## config.mk

```make
export PLATFORM = sky130hd
export DESIGN_NAME = watch_set_ctrl_flat
export DESIGN_NICKNAME = d
export VERILOG_FILES = /design/src/rtl/watch_pkg.sv /design/src/rtl/watch_set_ctrl_if.sv /design/src/rtl/btn_debounce.sv /design/src/rtl/watch_set_ctrl.sv /design/src/flat_wrapper.sv
export SDC_FILE = /design/constraint.sdc
export NUM_CORES = 1
export LEC_CHECK = 0
export CAP_MARGIN = 20
export CORE_ASPECT_RATIO = 0.8
export CORE_MARGIN = 3
export CORE_UTILIZATION = 40
export DETAILED_ROUTE_END_ITERATION = 16
export MAX_ROUTING_LAYER = met4
export PLACE_DENSITY = 0.66
export SLEW_MARGIN = 20
export SYNTH_ARGS = -nofsm -noshare
export SYNTH_HDL_FRONTEND = slang
export SYNTH_SLANG_ARGS = --single-unit
```

## constraint.sdc

```tcl
create_clock -name clk -period 7.4 [get_ports clk]
set_input_delay 1.85 -clock clk [delete_from_list [all_inputs] [get_ports clk]]
set_output_delay 1.85 -clock clk [all_outputs]
set_load 0.03 [all_outputs]
```

## src/rtl/watch_pkg.sv

```systemverilog
// -----------------------------------------------------------------------------
// watch_pkg
// Shared constants for the MM:SS watch: the set-mode state encoding seen on
// set_mode, and the BCD digit limits used by both the time-setting front end
// and the watch counter.
// -----------------------------------------------------------------------------
package watch_pkg;

    // set_mode / FSM state encoding
    localparam logic [1:0] ST_RUN     = 2'd0;
    localparam logic [1:0] ST_SET_MIN = 2'd1;
    localparam logic [1:0] ST_SET_SEC = 2'd2;

    // Largest legal tens digit (5x) and ones digit (x9) of a minutes/seconds field
    localparam logic [3:0] TEN_MAX = 4'd5;
    localparam logic [3:0] ONE_MAX = 4'd9;

    typedef struct packed {
        logic [3:0] m_ten;
        logic [3:0] m_one;
        logic [3:0] s_ten;
        logic [3:0] s_one;
    } bcd_time_t;

endpackage

```

## src/rtl/watch_set_ctrl_if.sv

```systemverilog
// -----------------------------------------------------------------------------
// watch_set_ctrl_if
// Bundle between the time-setting front end and its surroundings (buttons,
// watch counter, display).
//   btn_mode, btn_up        raw active-high push buttons
//   cur_*                   live BCD time from the counter
//   load, ld_*              one-cycle load strobe and the digits to load
//   run_en                  counter advance enable
//   set_mode                0 RUN, 1 SET_MIN, 2 SET_SEC
//   blink_on                edited field visible (1) / blanked (0)
// master: the watch_set_ctrl side.  slave: buttons/counter/display side.
// -----------------------------------------------------------------------------
interface watch_set_ctrl_if;

    logic       btn_mode;
    logic       btn_up;
    logic [3:0] cur_m_ten;
    logic [3:0] cur_m_one;
    logic [3:0] cur_s_ten;
    logic [3:0] cur_s_one;
    logic       load;
    logic [3:0] ld_m_ten;
    logic [3:0] ld_m_one;
    logic [3:0] ld_s_ten;
    logic [3:0] ld_s_one;
    logic       run_en;
    logic [1:0] set_mode;
    logic       blink_on;

    modport master (
        input  btn_mode, btn_up,
        input  cur_m_ten, cur_m_one, cur_s_ten, cur_s_one,
        output load,
        output ld_m_ten, ld_m_one, ld_s_ten, ld_s_one,
        output run_en, set_mode, blink_on
    );

    modport slave (
        output btn_mode, btn_up,
        output cur_m_ten, cur_m_one, cur_s_ten, cur_s_one,
        input  load,
        input  ld_m_ten, ld_m_one, ld_s_ten, ld_s_one,
        input  run_en, set_mode, blink_on
    );

endinterface

```

## src/rtl/btn_debounce.sv

```systemverilog
// -----------------------------------------------------------------------------
// btn_debounce
// Synchronizes one raw button, accepts a level change only after it has been
// stable for DEBOUNCE_MS cycles, and emits a one-cycle press pulse on each
// accepted 0->1 change.
//   clk, rst   clock, asynchronous active-high reset
//   btn_raw    raw button, asynchronous to clk
//   level      debounced level
//   press      one-cycle pulse, one cycle after level rises
// -----------------------------------------------------------------------------
module btn_debounce #(
    parameter int DEBOUNCE_MS = 20
) (
    input  logic clk,
    input  logic rst,
    input  logic btn_raw,
    output logic level,
    output logic press
);

    localparam int            CW       = $clog2(DEBOUNCE_MS + 1);
    localparam logic [CW-1:0] CNT_LAST = CW'(DEBOUNCE_MS - 1);

    logic          sync_p0;
    logic          sync_p1;
    logic [CW-1:0] cnt;
    logic          level_d;

    always_ff @(posedge clk or posedge rst) begin
        if (rst) begin
            sync_p0 <= 1'b0;
            sync_p1 <= 1'b0;
            cnt     <= '0;
            level   <= 1'b0;
            level_d <= 1'b0;
            press   <= 1'b0;
        end else begin
            // stage p0/p1: two-flop synchronizer
            sync_p0 <= btn_raw;
            sync_p1 <= sync_p0;

            // stable-difference counter; any agreement restarts it
            if (sync_p1 == level) begin
                cnt <= '0;
            end else if (cnt == CNT_LAST) begin
                cnt   <= '0;
                level <= sync_p1;
            end else begin
                cnt <= cnt + CW'(1);
            end

            // rising edge of the debounced level
            level_d <= level;
            press   <= level & ~level_d;
        end
    end

endmodule

```

## src/rtl/watch_set_ctrl.sv

```systemverilog
// -----------------------------------------------------------------------------
// watch_set_ctrl
// Time-setting front end for the MM:SS watch counter. Debounces mode/up,
// auto-repeats a held up button, steps RUN -> SET_MIN -> SET_SEC -> RUN,
// edits the BCD time, loads it into the counter on leaving SET_SEC, and
// produces a blink flag for the field being edited.
//   clk, rst   1 kHz clock, asynchronous active-high reset
//   bus        watch_set_ctrl_if.master (buttons, cur_*, load, ld_*, run_en,
//              set_mode, blink_on); all outputs are registered
// -----------------------------------------------------------------------------
module watch_set_ctrl
    import watch_pkg::*;
#(
    parameter int DEBOUNCE_MS = 20,
    parameter int REPEAT_DLY  = 600,
    parameter int REPEAT_PER  = 200,
    parameter int BLINK_HALF  = 500
) (
    input  logic             clk,
    input  logic             rst,
    watch_set_ctrl_if.master bus
);

    localparam int            HW         = $clog2(REPEAT_DLY + 1);
    localparam logic [HW-1:0] HOLD_LAST  = HW'(REPEAT_DLY - 1);
    localparam int            PW         = $clog2(REPEAT_PER + 1);
    localparam logic [PW-1:0] PER_LAST   = PW'(REPEAT_PER - 1);
    localparam int            BW         = $clog2(BLINK_HALF + 1);
    localparam logic [BW-1:0] BLINK_LAST = BW'(BLINK_HALF - 1);

    logic          mode_level, mode_press;
    logic          up_level, up_press;
    logic [HW-1:0] hold_cnt;
    logic [PW-1:0] per_cnt;
    logic          rep_p;
    logic          up_evt;
    logic [1:0]    state;
    bcd_time_t     edit;
    bcd_time_t     ld_r;
    logic          load_r;
    logic          run_en_r;
    logic          blink_r;
    logic [BW-1:0] blink_cnt;

    // +1 on a two-digit BCD field with 59 -> 00 wrap
    function automatic logic [7:0] bcd_inc(input logic [3:0] ten, input logic [3:0] one);
        logic [7:0] r;
        if (one == ONE_MAX) begin
            r = (ten == TEN_MAX) ? 8'h00 : {ten + 4'd1, 4'd0};
        end else begin
            r = {ten, one + 4'd1};
        end
        return r;
    endfunction

    btn_debounce #(.DEBOUNCE_MS(DEBOUNCE_MS)) u_db_mode (
        .clk     (clk),
        .rst     (rst),
        .btn_raw (bus.btn_mode),
        .level   (mode_level),
        .press   (mode_press)
    );

    btn_debounce #(.DEBOUNCE_MS(DEBOUNCE_MS)) u_db_up (
        .clk     (clk),
        .rst     (rst),
        .btn_raw (bus.btn_up),
        .level   (up_level),
        .press   (up_press)
    );

    // Auto-repeat: hold_cnt measures time since the debounced rise, then
    // per_cnt paces repeats; its zero phase marks each repeat. Holding mode
    // pauses repeat so a long two-button hold cannot race through values.
    always_ff @(posedge clk or posedge rst) begin
        if (rst) begin
            hold_cnt <= '0;
            per_cnt  <= '0;
            rep_p    <= 1'b0;
        end else if (!up_level || mode_level || state == ST_RUN) begin
            hold_cnt <= '0;
            per_cnt  <= '0;
            rep_p    <= 1'b0;
        end else if (hold_cnt != HOLD_LAST) begin
            hold_cnt <= hold_cnt + HW'(1);
            rep_p    <= 1'b0;
        end else begin
            rep_p   <= (per_cnt == '0);
            per_cnt <= (per_cnt == PER_LAST) ? '0 : per_cnt + PW'(1);
        end
    end

    assign up_evt = up_press | rep_p;

    // FSM, edit registers, load/run outputs and blink
    always_ff @(posedge clk or posedge rst) begin
        if (rst) begin
            state     <= ST_RUN;
            edit      <= '0;
            ld_r      <= '0;
            load_r    <= 1'b0;
            run_en_r  <= 1'b1;
            blink_r   <= 1'b1;
            blink_cnt <= '0;
        end else begin
            load_r <= 1'b0;
            if (mode_press) begin
                // mode has priority; a coincident up event is dropped
                blink_cnt <= '0;
                blink_r   <= 1'b1;
                case (state)
                    ST_RUN: begin
                        edit     <= '{bus.cur_m_ten, bus.cur_m_one, bus.cur_s_ten, bus.cur_s_one};
                        state    <= ST_SET_MIN;
                        run_en_r <= 1'b0;
                    end
                    ST_SET_MIN: begin
                        state <= ST_SET_SEC;
                    end
                    default: begin
                        state    <= ST_RUN;
                        load_r   <= 1'b1;
                        ld_r     <= edit;
                        run_en_r <= 1'b1;
                    end
                endcase
            end else if (up_evt && state != ST_RUN) begin
                blink_cnt <= '0;
                blink_r   <= 1'b1;
                if (state == ST_SET_MIN) begin
                    {edit.m_ten, edit.m_one} <= bcd_inc(edit.m_ten, edit.m_one);
                end else begin
                    {edit.s_ten, edit.s_one} <= bcd_inc(edit.s_ten, edit.s_one);
                end
            end else if (state != ST_RUN) begin
                if (blink_cnt == BLINK_LAST) begin
                    blink_cnt <= '0;
                    blink_r   <= ~blink_r;
                end else begin
                    blink_cnt <= blink_cnt + BW'(1);
                end
            end else begin
                blink_cnt <= '0;
                blink_r   <= 1'b1;
            end
        end
    end

    assign bus.load     = load_r;
    assign bus.ld_m_ten = ld_r.m_ten;
    assign bus.ld_m_one = ld_r.m_one;
    assign bus.ld_s_ten = ld_r.s_ten;
    assign bus.ld_s_one = ld_r.s_one;
    assign bus.run_en   = run_en_r;
    assign bus.set_mode = state;
    assign bus.blink_on = blink_r;

endmodule

```

## src/flat_wrapper.sv

```systemverilog
// flat-port wrapper written by rule: the top's interface ports become plain ports
module watch_set_ctrl_flat import watch_pkg::*;
#(
    parameter int DEBOUNCE_MS = 20,
    parameter int REPEAT_DLY  = 600,
    parameter int REPEAT_PER  = 200,
    parameter int BLINK_HALF  = 500
)
  (clk, rst, bus_btn_mode, bus_btn_up, bus_cur_m_ten, bus_cur_m_one, bus_cur_s_ten, bus_cur_s_one, bus_load, bus_ld_m_ten, bus_ld_m_one, bus_ld_s_ten, bus_ld_s_one, bus_run_en, bus_set_mode, bus_blink_on);
  watch_set_ctrl_if bus_i ();
  input  logic clk;
  input  logic rst;
  input wire logic [$bits(bus_i.btn_mode)-1:0] bus_btn_mode;
  input wire logic [$bits(bus_i.btn_up)-1:0] bus_btn_up;
  input wire logic [$bits(bus_i.cur_m_ten)-1:0] bus_cur_m_ten;
  input wire logic [$bits(bus_i.cur_m_one)-1:0] bus_cur_m_one;
  input wire logic [$bits(bus_i.cur_s_ten)-1:0] bus_cur_s_ten;
  input wire logic [$bits(bus_i.cur_s_one)-1:0] bus_cur_s_one;
  output wire logic [$bits(bus_i.load)-1:0] bus_load;
  output wire logic [$bits(bus_i.ld_m_ten)-1:0] bus_ld_m_ten;
  output wire logic [$bits(bus_i.ld_m_one)-1:0] bus_ld_m_one;
  output wire logic [$bits(bus_i.ld_s_ten)-1:0] bus_ld_s_ten;
  output wire logic [$bits(bus_i.ld_s_one)-1:0] bus_ld_s_one;
  output wire logic [$bits(bus_i.run_en)-1:0] bus_run_en;
  output wire logic [$bits(bus_i.set_mode)-1:0] bus_set_mode;
  output wire logic [$bits(bus_i.blink_on)-1:0] bus_blink_on;
  assign bus_i.btn_mode = bus_btn_mode;
  assign bus_i.btn_up = bus_btn_up;
  assign bus_i.cur_m_ten = bus_cur_m_ten;
  assign bus_i.cur_m_one = bus_cur_m_one;
  assign bus_i.cur_s_ten = bus_cur_s_ten;
  assign bus_i.cur_s_one = bus_cur_s_one;
  assign bus_load = bus_i.load;
  assign bus_ld_m_ten = bus_i.ld_m_ten;
  assign bus_ld_m_one = bus_i.ld_m_one;
  assign bus_ld_s_ten = bus_i.ld_s_ten;
  assign bus_ld_s_one = bus_i.ld_s_one;
  assign bus_run_en = bus_i.run_en;
  assign bus_set_mode = bus_i.set_mode;
  assign bus_blink_on = bus_i.blink_on;
  watch_set_ctrl #(.DEBOUNCE_MS(DEBOUNCE_MS), .REPEAT_DLY(REPEAT_DLY), .REPEAT_PER(REPEAT_PER), .BLINK_HALF(BLINK_HALF)) u_core (.clk(clk), .rst(rst), .bus(bus_i));
endmodule
```

==> impl_metrics.toml, run 1 <==
[synthesis]
synth-edff-count = 0
ys_types = 56
syn-num-nets = 418
avgSynthCellArea_um2 = 10.5
yosysSeqAreaShare_pct = 52.4
yosys_warnings = 0
synthCells = 388
synthTopCellsByArea = "dfrtp_1, mux2_2, xnor2_1"
yosys.area.top_type = "dfrtp_1"
synthArstFlopShare_pct = 100
yosys.area.top_type_share_pct = 51.1
syn-cell-area_mm2 = 0.00406
ys_ff_latch = 85
synth_flop_cell = "dfrtp_1"
yosysMostFrequentCell = "dfrtp_1"
synth_common_cells = "dfrtp_1, nor2_1, nand2_1, o21ai_0, xnor2_1"

[routing]
vias_per_cell = 5.22
via_count = 2947
route.detailed.drc = 0
firstDrtPassIters = 5
wl_um = 7760
wl_per_cell_um = 13.7
antenna_left = 0
drt-initial-drc-count = 160

[setup_path]
path_buf_inv = 1
reg2reg_depth = 4
cp_slowest_cell = "clkdlybuf4s50_1"
crit_arrival_ns = 1.67
worstSetupPathType = "flop to output port"
critPathTopFamily = "buffers and inverters"
max_stage_delay_ns = 0.77
end_kind = "output port"
crit_fanout = 13
crit_path_start_kind = "flop"
worstPathRequired_ns = 5.55
critical_path.cell_chain = "clkdlybuf4s50_1"
path_depth = 1

[layout]
post-route-util_pct = 50.6
antennaDiodeCount = 0
stdcell_count = 565
multi_input_area_mm2 = 0.00180
final_nets = 454
nFillCells = 910
seqCellArea_mm2 = 0.00213
final_area_mm2 = 0.00495
synthToLayoutAreaGrowth_pct = 21.8
drive_gt1_share_pct = 11.0

[power]
peakVddDrop_uv = 96.7
cellLeakagePower_nw = 2.06
power_density_mw_per_mm2 = 211
finalPower_mw = 1.05

[floorplanning]
dieArea_mm2 = 0.0114
row_count = 32
die_width_um = 119
die_height_um = 96.1
coreArea_mm2 = 0.00977
start_util_pct = 41.6
io_pins = 41

[clocking]
cts_buffer_depth = 2
ctsResizeCount = 0
holdBufCountCts = 0
cts_tree = "built"
cts_setup_buffers = 0
cts-root-buf = "clkbuf_16"
cts_buffers = 9
path_clk_slew_ns = 0.06
worstSkewPairLatency_ns = 0.34
clkSinkCount = 85
cts_max_level = 3

[global_routing]
grt_busiest_layer = "met2"
met3_usage_pct = 5.17
grt_max_degree = 86
grt_pass1_vias = 2930
gr-total-overflow = 0
grtUsageMet1_pct = 18.1
antenna_found_initial = 0
gr-usage-met2_pct = 24.8
grt_pass1_wl_um = 13400
grtUsageTotal_pct = 15.1

[sta]
drv_slew = 0
setup_ws_ns = 3.88
hold_violations = 0
setup-violations-final = 0
hold-worst-slack_ns = 0.356
tightestPinTransition_ns = 0.942
post-route-period-util_pct = 47.5
skew_ns = 0.00861
fin_tns_setup_ns = 0
min_period_ns = 3.52
fmax_mhz = 284
relSlewSlack_pct = 37.2
rsz0062_at_grt = "no"

[place]
gp_congestion = 0.777
dp.cells = 549
place_area_mm2 = 0.00458
hpwlAfterDp_um = 5300
io_buffers = 40
post-place-ws_ns = 4.10

[job]
drv_cap = 0

[outcome]
status = "complete, no violations"

[min_path]
hold-path-cell-count = 0
hp-class = "flop to flop"
-- metal layers --
| metal | up-vias | routed length (µm) |
|---|---|---|
| met3 | 8 | 365 |
| met4 | 0 | 78 |
| met5 | - | 0 |
| met2 | 50 | 3610 |
| li1 | 1443 | - |
| met1 | 1446 | 3700 |
-- path summary, 6_finish.rpt --
path | from | to | slack, ns
worst max register to register | u_core.u_db_mode.press$_DFF_PP0_ | u_core.edit[5]$_DFFE_PP0P_ | 4.81
worst min-delay path | u_core.u_db_up.sync_p0$_DFF_PP0_ | u_core.u_db_up.sync_p1$_DFF_PP0_ | 0.36
min in group asynchronous | rst | u_core.blink_cnt[8]$_DFF_PP0_ | 2.03
worst max-delay path | u_core.bus.set_mode[1]$_DFFE_PP0P_ | bus_set_mode[1] | 3.88
worst min register to register | u_core.u_db_up.sync_p0$_DFF_PP0_ | u_core.u_db_up.sync_p1$_DFF_PP0_ | 0.36
max in group asynchronous | rst | u_core.edit[1]$_DFFE_PP0P_ | 4.85
-- layout by cell type (no fill, tap or decap), drive strengths merged, types with 3 or more instances in the layout --
cell            n
dfrtp          83
clkdlybuf4s50  40
nor2           37
nand2          31
o21ai          23
xnor2          21
mux2           20
inv            17
nand3          16
a21oi          12
nand4          10
ha             10
clkbuf         10
o31ai           9
nor3            8
nor2b           7
and2            5
nand2b          5
or3             4
xor2            4
bufinv          4
nor3b           4
o2bb2ai         3
mux2i           3
nor4            3
-- cell families after synthesis --
| kind of cell | Yosys count | synth area share (%) |
|---|---|---|
| AO/OA/AOI/OAI | 70 | 11.7 |
| multiplexers | 23 | 6.28 |
| XOR/XNOR | 25 | 5.39 |
| flip-flops | 85 | 52.4 |
| adder cells (fa/ha/maj) | 10 | 3.08 |
| buffers and inverters | 34 | 3.20 |
| AND/OR/NAND/NOR | 141 | 18.0 |
-- registers in the layout, summed over array words and instances (netlist names), 2 cells and up --
name,count
u_core.bus.set_mode,2
u_core.bus.ld_s_ten,4
u_core.per_cnt,8
u_core.bus.ld_m_ten,4
u_core.bus.ld_s_one,4
u_core.edit,16
u_core.bus.ld_m_one,4
u_core.blink_cnt,9
u_core.u_db_up.cnt,5
u_core.hold_cnt,10
u_core.u_db_mode.cnt,5
-- power by group --
group / internal (mW) / switching (mW) / total (mW)
Sequential: 0.469 / 0.00325 / 0.472
Clock: 0.364 / 0.182 / 0.546
Combinational: 0.0139 / 0.0143 / 0.0282
-- final cells by class --
class / count / share of cell area (%)
well taps: 136 / 3.44
inverters: 18 / 1.39
clock buffers: 10 / 4.63
repair buffers: 41 / 8.32
flip-flops and latches: 85 / 43.0
multi-input cells: 269 / 36.4
clock inverters: 6 / 2.73
Power figures use the tool's default switching activity.
==> run 2: changes to the inputs <==
clock period = 3.3 ns   (was 7.4 ns; I/O delays follow)
==> run 2 against run 1 <==
Non-clock buffer count rose by 1. Die area did not move. Global-route usage rose by 0.98 points. Register-to-register slack got worse by 4.0 ns. Cell area fell by 1.3%. Combinational power rose by 130%. Clock-buffer cell count did not move. Clock skew fell by 0.0037 ns. Via count fell by 0.68%. Sequential power rose by 120%. Cell count did not move. Utilization fell by 0.68 points. Critical path type unchanged. Critical endpoint unchanged.
==> impl_metrics.toml, run 2 (synthesis results as in run 1) <==
[clocking]
cts_buffers = 9
cts-root-buf = "clkbuf_16"
cts_max_level = 3
cts_buffer_depth = 2
path_clk_slew_ns = 0.06
cts_tree = "built"
holdBufCountCts = 0
worstSkewPairLatency_ns = 0.34
ctsResizeCount = 0
clkSinkCount = 85
cts_setup_buffers = 0

[layout]
final_nets = 455
layout_commonest_cell = "dfrtp_1"
synthToLayoutAreaGrowth_pct = 20.1
antennaDiodeCount = 0
multi_input_area_mm2 = 0.00180
seqCellArea_mm2 = 0.00213
most-common-layout-cells = "dfrtp_1, clkdlybuf4s50_1, nor2_1"
post-route-util_pct = 50.0
nFillCells = 918
top_regs = "u_core.edit x16, u_core.hold_cnt x10, u_core.blink_cnt x9"
drive_gt1_share_pct = 11.0
largest_register = "u_core.edit"
largest_register_ff_count = 16

[setup_path]
critPathTopFamily = "buffers and inverters"
r2r_start = "u_core.u_db_mode.press$_DFF_PP0_"
path_buf_inv = 1
worstSetupStartpoint = "u_core.bus.set_mode[1]$_DFFE_PP0P_"
worstPathRequired_ns = 2.47
max_stage_delay_ns = 0.78
cp_slowest_cell = "clkdlybuf4s50_1"
crit_fanout = 13
end_kind = "output port"
rr_endpoint = "u_core.edit[4]$_DFFE_PP0P_"
crit_arrival_ns = 1.70
worstSetupPathType = "flop to output port"
critical_path.cell_chain = "clkdlybuf4s50_1"
r2r_slack_ns = 0.85
reg2reg_depth = 4
crit_path_start_kind = "flop"

[routing]
antenna_left = 0
vias_per_cell = 5.18
wl_per_cell_um = 14.2
firstDrtPassIters = 4
route.detailed.drc = 0
wl_um = 8050
via_count = 2927
drt-initial-drc-count = 216

[place]
hpwlAfterDp_um = 5610
io_buffers = 40
gp_congestion = 0.794
post-place-ws_ns = 0.872

[floorplanning]
io_pins = 41
coreArea_mm2 = 0.00977
dieArea_mm2 = 0.0114
row_count = 32
start_util_pct = 41.6
die_height_um = 96.1
die_width_um = 119

[sta]
rsz0062_at_grt = "no"
setup_ws_ns = 0.776
hold_violations = 0
fin_tns_setup_ns = 0
hold-worst-slack_ns = 0.352
skew_ns = 0.00492
fmax_mhz = 396
relSlewSlack_pct = 39.4
min_period_ns = 2.52
post-route-period-util_pct = 76.5
tightestPinTransition_ns = 0.910
setup-violations-final = 0
drv_slew = 0

[power]
power_density_mw_per_mm2 = 429
cellLeakagePower_nw = 2.04
peakVddDrop_uv = 237

[min_path]
holdPathEnd = "u_core.u_db_up.sync_p1$_DFF_PP0_"
hold-path-cell-count = 0
min_from = "u_core.u_db_up.sync_p0$_DFF_PP0_"
hp-class = "flop to flop"

[job]
drv_cap = 0

[global_routing]
grt_pass1_vias = 2836
antenna_found_initial = 0
grt_pass1_wl_um = 14000
grt_max_degree = 55
gr-total-overflow = 0
grtUsageTotal_pct = 16.1

[outcome]
status = "complete, no violations"
run 2: report_power, final:
part	total, mW	internal [mW]	leakage, nW	switching [mW]
Sequential	1.06	1.05	1.13	0.00766
Clock	0.971	0.578	0.138	0.393
Combinational	0.0650	0.0323	0.775	0.0327
Total	2.10	1.66	2.04	0.434
run 2: how the worst max path moves through the flow:
stage / endpoint / slack [ns] / depth (start not counted)
2_1_floorplan: u_core.blink_cnt[0]$_DFF_PP0_ / 0.28 / 1
3_3_place_gp: u_core.edit[4]$_DFFE_PP0P_ / 0.97 / 4
3_5_place_dp: u_core.edit[4]$_DFFE_PP0P_ / 0.87 / 4
4_1_cts: bus_set_mode[1] / 0.76 / 1
5_1_grt: u_core.edit[4]$_DFFE_PP0P_ / 0.61 / 4
6_report: bus_set_mode[1] / 0.78 / 1
run 2: metrics by stage:
stage / std cells / cell area (µm²) / total power, mW
2_1_floorplan: 388 / 4060 / 1.11
3_5_place_dp: 550 / 4600 / 1.14
6_report: 565 / 4880 / 2.10
3_3_place_gp: 550 / 4600 / 1.14
5_1_grt: 565 / 4880 / 2.18
4_1_cts: 565 / 4880 / 2.12
run 2: layer usage:
metal,up-vias,part of all wire (%),wire (µm),track usage (%)
li1,1439,-,-,-
met1,1398,48,3860,20.4
met2,76,46,3680,24.9
met3,14,4.6,368,4.23
met4,0,1.8,148,6.27
met5,-,0,0,-
run 2: final cells by class:
| class | instances | share of cell area, % |
|---|---|---|
| repair buffers | 42 | 8.77 |
| well taps | 136 | 3.49 |
| flip-flops and latches | 85 | 43.6 |
| multi-input cells | 269 | 36.9 |
| clock buffers | 10 | 4.69 |
| inverters | 18 | 1.41 |
| clock inverters | 5 | 1.08 |
